`src/rtl/hack_pkg.sv`:
```
// Shared definitions for the Hack CPU run controller.
package hack_pkg;

    // Hack machine word width (instructions and program counter)
    localparam int HACK_W = 16;

    // Sequencer states
    typedef enum logic [1:0] {
        IDLE = 2'd0,
        LOAD = 2'd1,
        RUN  = 2'd2,
        HALT = 2'd3
    } runState_e;

endpackage

```
`src/rtl/hack_halt_detect.sv`:
```
// End-of-program loop detector: flags a halt once the pc has matched the
// value seen two cycles earlier for HALT_CONFIRM consecutive running cycles.
// Comparing against the pc two cycles back catches both the 2-word
// "@N; 0;JMP" loop (N, N+1, N, ...) and a 1-word self-jump.
module hack_halt_detect
    import hack_pkg::*;
#(
    parameter int HALT_CONFIRM = 4
) (
    input  logic              clk,
    input  logic              reset,
    input  logic              clear,
    input  logic              enable,
    input  logic [HACK_W-1:0] pc,
    output logic              halt
);
    localparam int CNT_W = $clog2(HALT_CONFIRM + 1);

    logic [HACK_W-1:0] pcD1Reg;
    logic [HACK_W-1:0] pcD2Reg;
    logic [1:0]        fillReg;
    logic [CNT_W-1:0]  confirmReg;
    logic              histValid;
    logic              match;

    assign histValid = (fillReg == 2'd2);
    assign match     = enable && histValid && (pc == pcD2Reg);
    assign halt      = match && (confirmReg == CNT_W'(HALT_CONFIRM - 1));

    // pc history, history fill level and consecutive-match counter
    always_ff @(posedge clk) begin
        if (reset || clear) begin
            pcD1Reg    <= '0;
            pcD2Reg    <= '0;
            fillReg    <= '0;
            confirmReg <= '0;
        end else if (enable) begin
            pcD1Reg <= pc;
            pcD2Reg <= pcD1Reg;
            if (!histValid) begin
                fillReg <= fillReg + 2'd1;
            end
            confirmReg <= match ? confirmReg + 1'b1 : '0;
        end
    end

endmodule

```
`src/rtl/hack_run_ctrl.sv`:
```
// Hack CPU run controller: streams a program image into instruction ROM with
// the CPU held in reset, releases the CPU, counts cycles and stops it on the
// end-of-program tight loop or when the cycle budget is used up.
module hack_run_ctrl
    import hack_pkg::*;
#(
    parameter int ROM_AW       = 15,
    parameter int CYC_W        = 32,
    parameter int HALT_CONFIRM = 4
) (
    input  logic              clk,
    input  logic              reset,
    input  logic              start,
    input  logic              ld_valid,
    output logic              ld_ready,
    input  logic [HACK_W-1:0] ld_data,
    input  logic              ld_last,
    output logic              rom_we,
    output logic [ROM_AW-1:0] rom_addr,
    output logic [HACK_W-1:0] rom_wdata,
    output logic              cpu_reset,
    input  logic [HACK_W-1:0] pc,
    input  logic [CYC_W-1:0]  max_cycles,
    output logic              busy,
    output logic              done,
    output logic              timeout,
    output logic [HACK_W-1:0] halt_pc,
    output logic [CYC_W-1:0]  cycles,
    output logic [ROM_AW:0]   words_loaded
);
    runState_e         stateReg;
    runState_e         stateNext;

    logic              romWeReg;
    logic [ROM_AW-1:0] romAddrReg;
    logic [HACK_W-1:0] romWdataReg;
    logic [ROM_AW:0]   wordsLoadedReg;

    logic [CYC_W-1:0]  budgetReg;
    logic [CYC_W-1:0]  cyclesReg;
    logic [CYC_W-1:0]  cyclesInc;
    logic              timeoutReg;
    logic [HACK_W-1:0] haltPcReg;
    logic              cpuResetReg;
    logic              doneReg;

    logic              startAccept;
    logic              handshake;
    logic              lastSlot;
    logic              loadEnd;
    logic              cpuRunning;
    logic              budgetHit;
    logic              loopHalt;
    logic              runEnd;
    logic              haltEntry;
    logic              detClear;

    // start is only meaningful while the sequencer is not busy
    assign startAccept = start && ((stateReg == IDLE) || (stateReg == HALT));
    assign handshake   = ld_valid && ld_ready;
    // words_loaded never reaches 2^ROM_AW inside LOAD, so all-ones low bits
    // means this handshake writes the final ROM slot
    assign lastSlot    = (wordsLoadedReg[ROM_AW-1:0] == '1);
    assign loadEnd     = handshake && (ld_last || lastSlot);

    // the CPU only executes while RUN has dropped its reset
    assign cpuRunning  = (stateReg == RUN) && !cpuResetReg;
    assign cyclesInc   = (&cyclesReg) ? cyclesReg : cyclesReg + 1'b1;
    // halt on the edge where the counter reaches the budget, so exactly
    // budget cycles are executed
    assign budgetHit   = cpuRunning && (budgetReg != '0) && (cyclesInc == budgetReg);
    assign runEnd      = loopHalt || budgetHit;
    assign haltEntry   = (stateReg == RUN) && runEnd;
    assign detClear    = (stateReg != RUN);

    hack_halt_detect #(
        .HALT_CONFIRM(HALT_CONFIRM)
    ) u_halt_detect (
        .clk   (clk),
        .reset (reset),
        .clear (detClear),
        .enable(cpuRunning),
        .pc    (pc),
        .halt  (loopHalt)
    );

    // state register
    always_ff @(posedge clk) begin
        if (reset) begin
            stateReg <= IDLE;
        end else begin
            stateReg <= stateNext;
        end
    end

    // next-state selection
    always_comb begin
        stateNext = stateReg;
        case (stateReg)
            IDLE, HALT: if (start)   stateNext = LOAD;
            LOAD:       if (loadEnd) stateNext = RUN;
            RUN:        if (runEnd)  stateNext = HALT;
            default:                 stateNext = IDLE;
        endcase
    end

    // state-decoded outputs
    always_comb begin
        ld_ready = 1'b0;
        busy     = 1'b0;
        case (stateReg)
            LOAD: begin
                ld_ready = 1'b1;
                busy     = 1'b1;
            end
            RUN:     busy = 1'b1;
            default: ;
        endcase
    end

    // ROM write port and load word counter
    always_ff @(posedge clk) begin
        if (reset) begin
            romWeReg       <= 1'b0;
            romAddrReg     <= '0;
            romWdataReg    <= '0;
            wordsLoadedReg <= '0;
        end else begin
            romWeReg <= handshake;
            if (handshake) begin
                romAddrReg     <= wordsLoadedReg[ROM_AW-1:0];
                romWdataReg    <= ld_data;
                wordsLoadedReg <= wordsLoadedReg + 1'b1;
            end else if (startAccept) begin
                wordsLoadedReg <= '0;
            end
        end
    end

    // budget latch, cycle counter and halt result
    always_ff @(posedge clk) begin
        if (reset) begin
            budgetReg  <= '0;
            cyclesReg  <= '0;
            timeoutReg <= 1'b0;
            haltPcReg  <= '0;
        end else if (startAccept) begin
            budgetReg  <= max_cycles;
            cyclesReg  <= '0;
            timeoutReg <= 1'b0;
            haltPcReg  <= '0;
        end else begin
            if (cpuRunning) begin
                cyclesReg <= cyclesInc;
            end
            if (haltEntry) begin
                haltPcReg  <= pc;
                // a confirmed loop takes priority over a coincident budget hit
                timeoutReg <= !loopHalt;
            end
        end
    end

    // CPU reset (held through RUN cycle 0 so the last ROM write lands) and done pulse
    always_ff @(posedge clk) begin
        if (reset) begin
            cpuResetReg <= 1'b1;
            doneReg     <= 1'b0;
        end else begin
            doneReg     <= haltEntry;
            cpuResetReg <= (stateReg == RUN) ? runEnd : 1'b1;
        end
    end

    assign rom_we       = romWeReg;
    assign rom_addr     = romAddrReg;
    assign rom_wdata    = romWdataReg;
    assign cpu_reset    = cpuResetReg;
    assign done         = doneReg;
    assign timeout      = timeoutReg;
    assign halt_pc      = haltPcReg;
    assign cycles       = cyclesReg;
    assign words_loaded = wordsLoadedReg;

endmodule

```
`config.mk`:
```
export PLATFORM = sky130hd
export DESIGN_NAME = hack_run_ctrl
export DESIGN_NICKNAME = d
export VERILOG_FILES = /design/src/rtl/hack_pkg.sv /design/src/rtl/hack_halt_detect.sv /design/src/rtl/hack_run_ctrl.sv
export SDC_FILE = /design/constraint.sdc
export NUM_CORES = 1
export LEC_CHECK = 0
export ABC_AREA = 1
export BUFFER_PORTS_ARGS = -buffer_cell sky130_fd_sc_hd__buf_2
export CORE_UTILIZATION = 50
export DETAILED_ROUTE_END_ITERATION = 12
export GPL_TIMING_DRIVEN = 0
export PLACE_DENSITY = 0.78
export SETUP_SLACK_MARGIN = 0.2
export SLEW_MARGIN = 30
export SYNTH_ARGS = -nofsm -noshare
export SYNTH_HDL_FRONTEND = slang
export SYNTH_SLANG_ARGS = --single-unit
```
`constraint.sdc`:
```
create_clock -name clk -period 2.6 [get_ports clk]
set_input_delay 0.13 -clock clk [delete_from_list [all_inputs] [get_ports clk]]
set_output_delay 0.13 -clock clk [all_outputs]
set_load 0.01 [all_outputs]
```
==> results.cfg <==
[status]
violations = setup timing
status = complete, but fails checks

[cts]
clk_path_buf_depth = 2
clkTransAtPathRegs_ns = 0.08
cts_tree = yes
htreeDepth = 4
clk_latency_ns = 0.44
cts_root_buf = clkbuf_16
clock_sinks = 170
cts_made_buffers = 17

[critical_path]
regToRegSetupSlack_ns = -0.08
arrival_ns = 3.03
startpoint_type = register
cp_slowest_stage_delay_ns = 0.39
worstPathRequired_ns = 2.95
path_cells = nand2_1, nor2_1, nand2_2, nor2_4, buf_12, nand2_8, o21ai_1, nor2_1, a21oi_1, nand2_1, nor2_1, nand2_1, nor2_2, nand2_2, nand2_4, inv_8, buf_12, o21ai_2, nor2_1
critical_path.top_delay_family = simple AND/OR/NAND/NOR gates
worst-r2r-cell-count = 19
r2r-start = cycles[19]$_SDFFE_PP0P_
r2r-end = halt_pc[13]$_SDFFE_PP0P_
cp_slowest_cell = dfxtp_2
cp_num_buf_inv = 3
cpMostUsedCell = nor2_1
cp_max_fo = 10
path_class = reg2reg
cp-end-kind = register

[floorplan]
ioPinCount = 170
die_h_um = 132
start_util_pct = 51.0
num_rows = 47
dieArea_um2 = 17300
die_width_um = 132
core_area_um2 = 16500

[drt]
ant_nets = 0
first_pass_iters = 5
via_count = 9664
via_per_inst = 5.49
drtIter0Drc = 1103
drc = 0
wl_mm = 29.9
wl_per_cell_um = 17.0

[synth]
synth_top_cell_by_area = dfxtp_1
synth_cell_types = 45
ys.flop_type = dfxtp_1
async_reset_ff_share_pct = 0
ys_seq_area_share_pct = 40.5
syn_nets = 1339
synth_seq_cells = 170
synth_edf_count = 0
syn_avg_cell_area_um2 = 6.66
synth_top_cell_area_share_pct = 40.5
yosysWarningCount = 0
synth_area_leaders = dfxtp_1 (41%), nand2_1 (11%), nor2_1 (8.8%)
syn_area_um2 = 8400
synth_cells = 1262

[placed_design]
io_buffers = 169
place_congestion = 0.972
dp_hpwl_mm = 20.8
dp_cells = 1651

[global_route]
grt_pass1_vias = 8918
grt_max_degree = 18
grt_pass1_wl_mm = 45.5
grt-ovfl-total = 0
track_usage_pct = 33.7
antenna_found_initial = 0

[cells_and_area]
final_cell_mix = nand2_1 (208), nor2_1 (170), buf_2 (169)
fin_nets = 1603
final_common_cell = nand2_1
antenna_cells = 0
syn_to_final_growth_pct = 36.2
fin_util_pct = 69.5
fin_cells = 1759
drive_gt1_share_pct = 24.8

[sta]
hold_violations = 0
max_slew_margin_pct = 56.3
finalCriticalPeriod_ns = 2.68
skew_ns = 0.0147
timing.final.ws_setup_ns = -0.0835
min_period_over_period_pct = 103
fmax_mhz = 373
maxSlewViolCount = 0
setup_violations = 14
rsz0062_at_grt = yes
tightest_slew_ns = 0.656

[min_path]
hp-start = max_cycles[24]
whs_path_depth = 3
min_to = budgetReg[24]$_SDFFE_PP0P_
min_path_type = in2reg

[power_and_ir_drop]
power_density_nw_per_um2 = 693
p_leak_uw = 0.00516
ir_drop_uv = 508
power.total_uw = 7930

[flow_run]
maxCapViolCount = 0
## through the flow
stage	worst slack (ns)	hold slack [ns]	cell area [µm²]	TNS [ns]
after floorplan	0.205	0.236	8410	0
after global placement	-0.283	0.379	9530	-4.69
after detailed placement	-0.329	0.386	9530	-5.57
after CTS	0.0137	0.000188	11100	0
after global routing	-0.208	0.00861	11400	-3.29
final	-0.0835	0.00171	11400	-0.555
## where the power goes
part	switching (µW)	leakage (µW)	internal, µW
sequential	225	0.00140	2940
clock	1200	0.000285	1360
combinational	1450	0.00348	754
total	2880	0.00516	5050
## synth_stat cells, types with 4 or more instances
cell / number
nand2_1: 241
nor2_1: 196
dfxtp_1: 170
inv_1: 164
o21ai_0: 144
a21oi_1: 112
nand3_1: 77
clkbuf_1: 41
nand4_1: 15
xor2_1: 15
ha_1: 8
nor3_1: 8
o21ai_2: 8
a211oi_1: 5
buf_2: 5
xnor2_1: 5
nor4_1: 4
## cell type report
| type | instances | area [µm²] |
|---|---|---|
| fillers | 1355 | 5020 |
| clock buffers | 17 | 425 |
| multi-input cells | 874 | 4600 |
| well taps | 220 | 275 |
| inverters | 168 | 642 |
| flip-flops and latches | 170 | 3450 |
| plain buffers | 51 | 284 |
| clock inverters | 15 | 160 |
| repair buffers | 244 | 1600 |
## logic make-up after synthesis
kind of cell | count (synthesis) | share of synthesized area, %
fa+ha+maj | 8 | 1.19
buf+inv | 219 | 10.1
simple gates | 559 | 28.0
xor+xnor | 20 | 2.09
compound gates | 286 | 18.1
flops | 170 | 40.5
## sequential cells by signal, indices dropped and copies added, names as in the netlist
register,flops
budgetReg,32
cpu_reset,1
cycles,32
done,1
halt_pc,16
rom_addr,15
rom_wdata,16
rom_we,1
stateReg,2
timeout,1
u_halt_detect.confirmReg,3
u_halt_detect.fillReg,2
u_halt_detect.pcD1Reg,16
u_halt_detect.pcD2Reg,16
words_loaded,16
## worst min-delay path, stage by stage
cell,delay (ns)
buf_2,0.07
o21ai_0,0.07
a21oi_1,0.12
## how the worst max path moves through the flow
stage                             from                        to  slack (ns)  cells past startpoint
3_5_place_dp    cycles[1]$_SDFFE_PP0P_  halt_pc[14]$_SDFFE_PP0P_       -0.33                     19
4_1_cts         cycles[0]$_SDFFE_PP0P_  halt_pc[14]$_SDFFE_PP0P_        0.01                     22
5_1_grt        cycles[19]$_SDFFE_PP0P_  halt_pc[13]$_SDFFE_PP0P_       -0.21                     19
6_report       cycles[19]$_SDFFE_PP0P_  halt_pc[13]$_SDFFE_PP0P_       -0.08                     19
2_1_floorplan   cycles[0]$_SDFFE_PP0P_  halt_pc[10]$_SDFFE_PP0P_        0.20                     20
3_3_place_gp    cycles[1]$_SDFFE_PP0P_  halt_pc[13]$_SDFFE_PP0P_       -0.28                     19
## what timing repair did
action	CTS	global route
buffers inserted	19	7
setup endpoints to repair	41	50
resized for setup	88	90
cloned	2	1
pin swaps	12	15
hold endpoints to repair	50	0
hold buffers	47	0
## layer usage
metal	global-route usage, %	routed length [µm]	vias up	share of wire, %
li1	-	-	4603	-
met3	7.99	2870	108	9.6
met5	0	0	-	0
met1	42.8	12100	4395	41
met2	54.3	13700	558	46
met4	14.5	1210	0	4.0
Power figures use the tool's default switching activity.
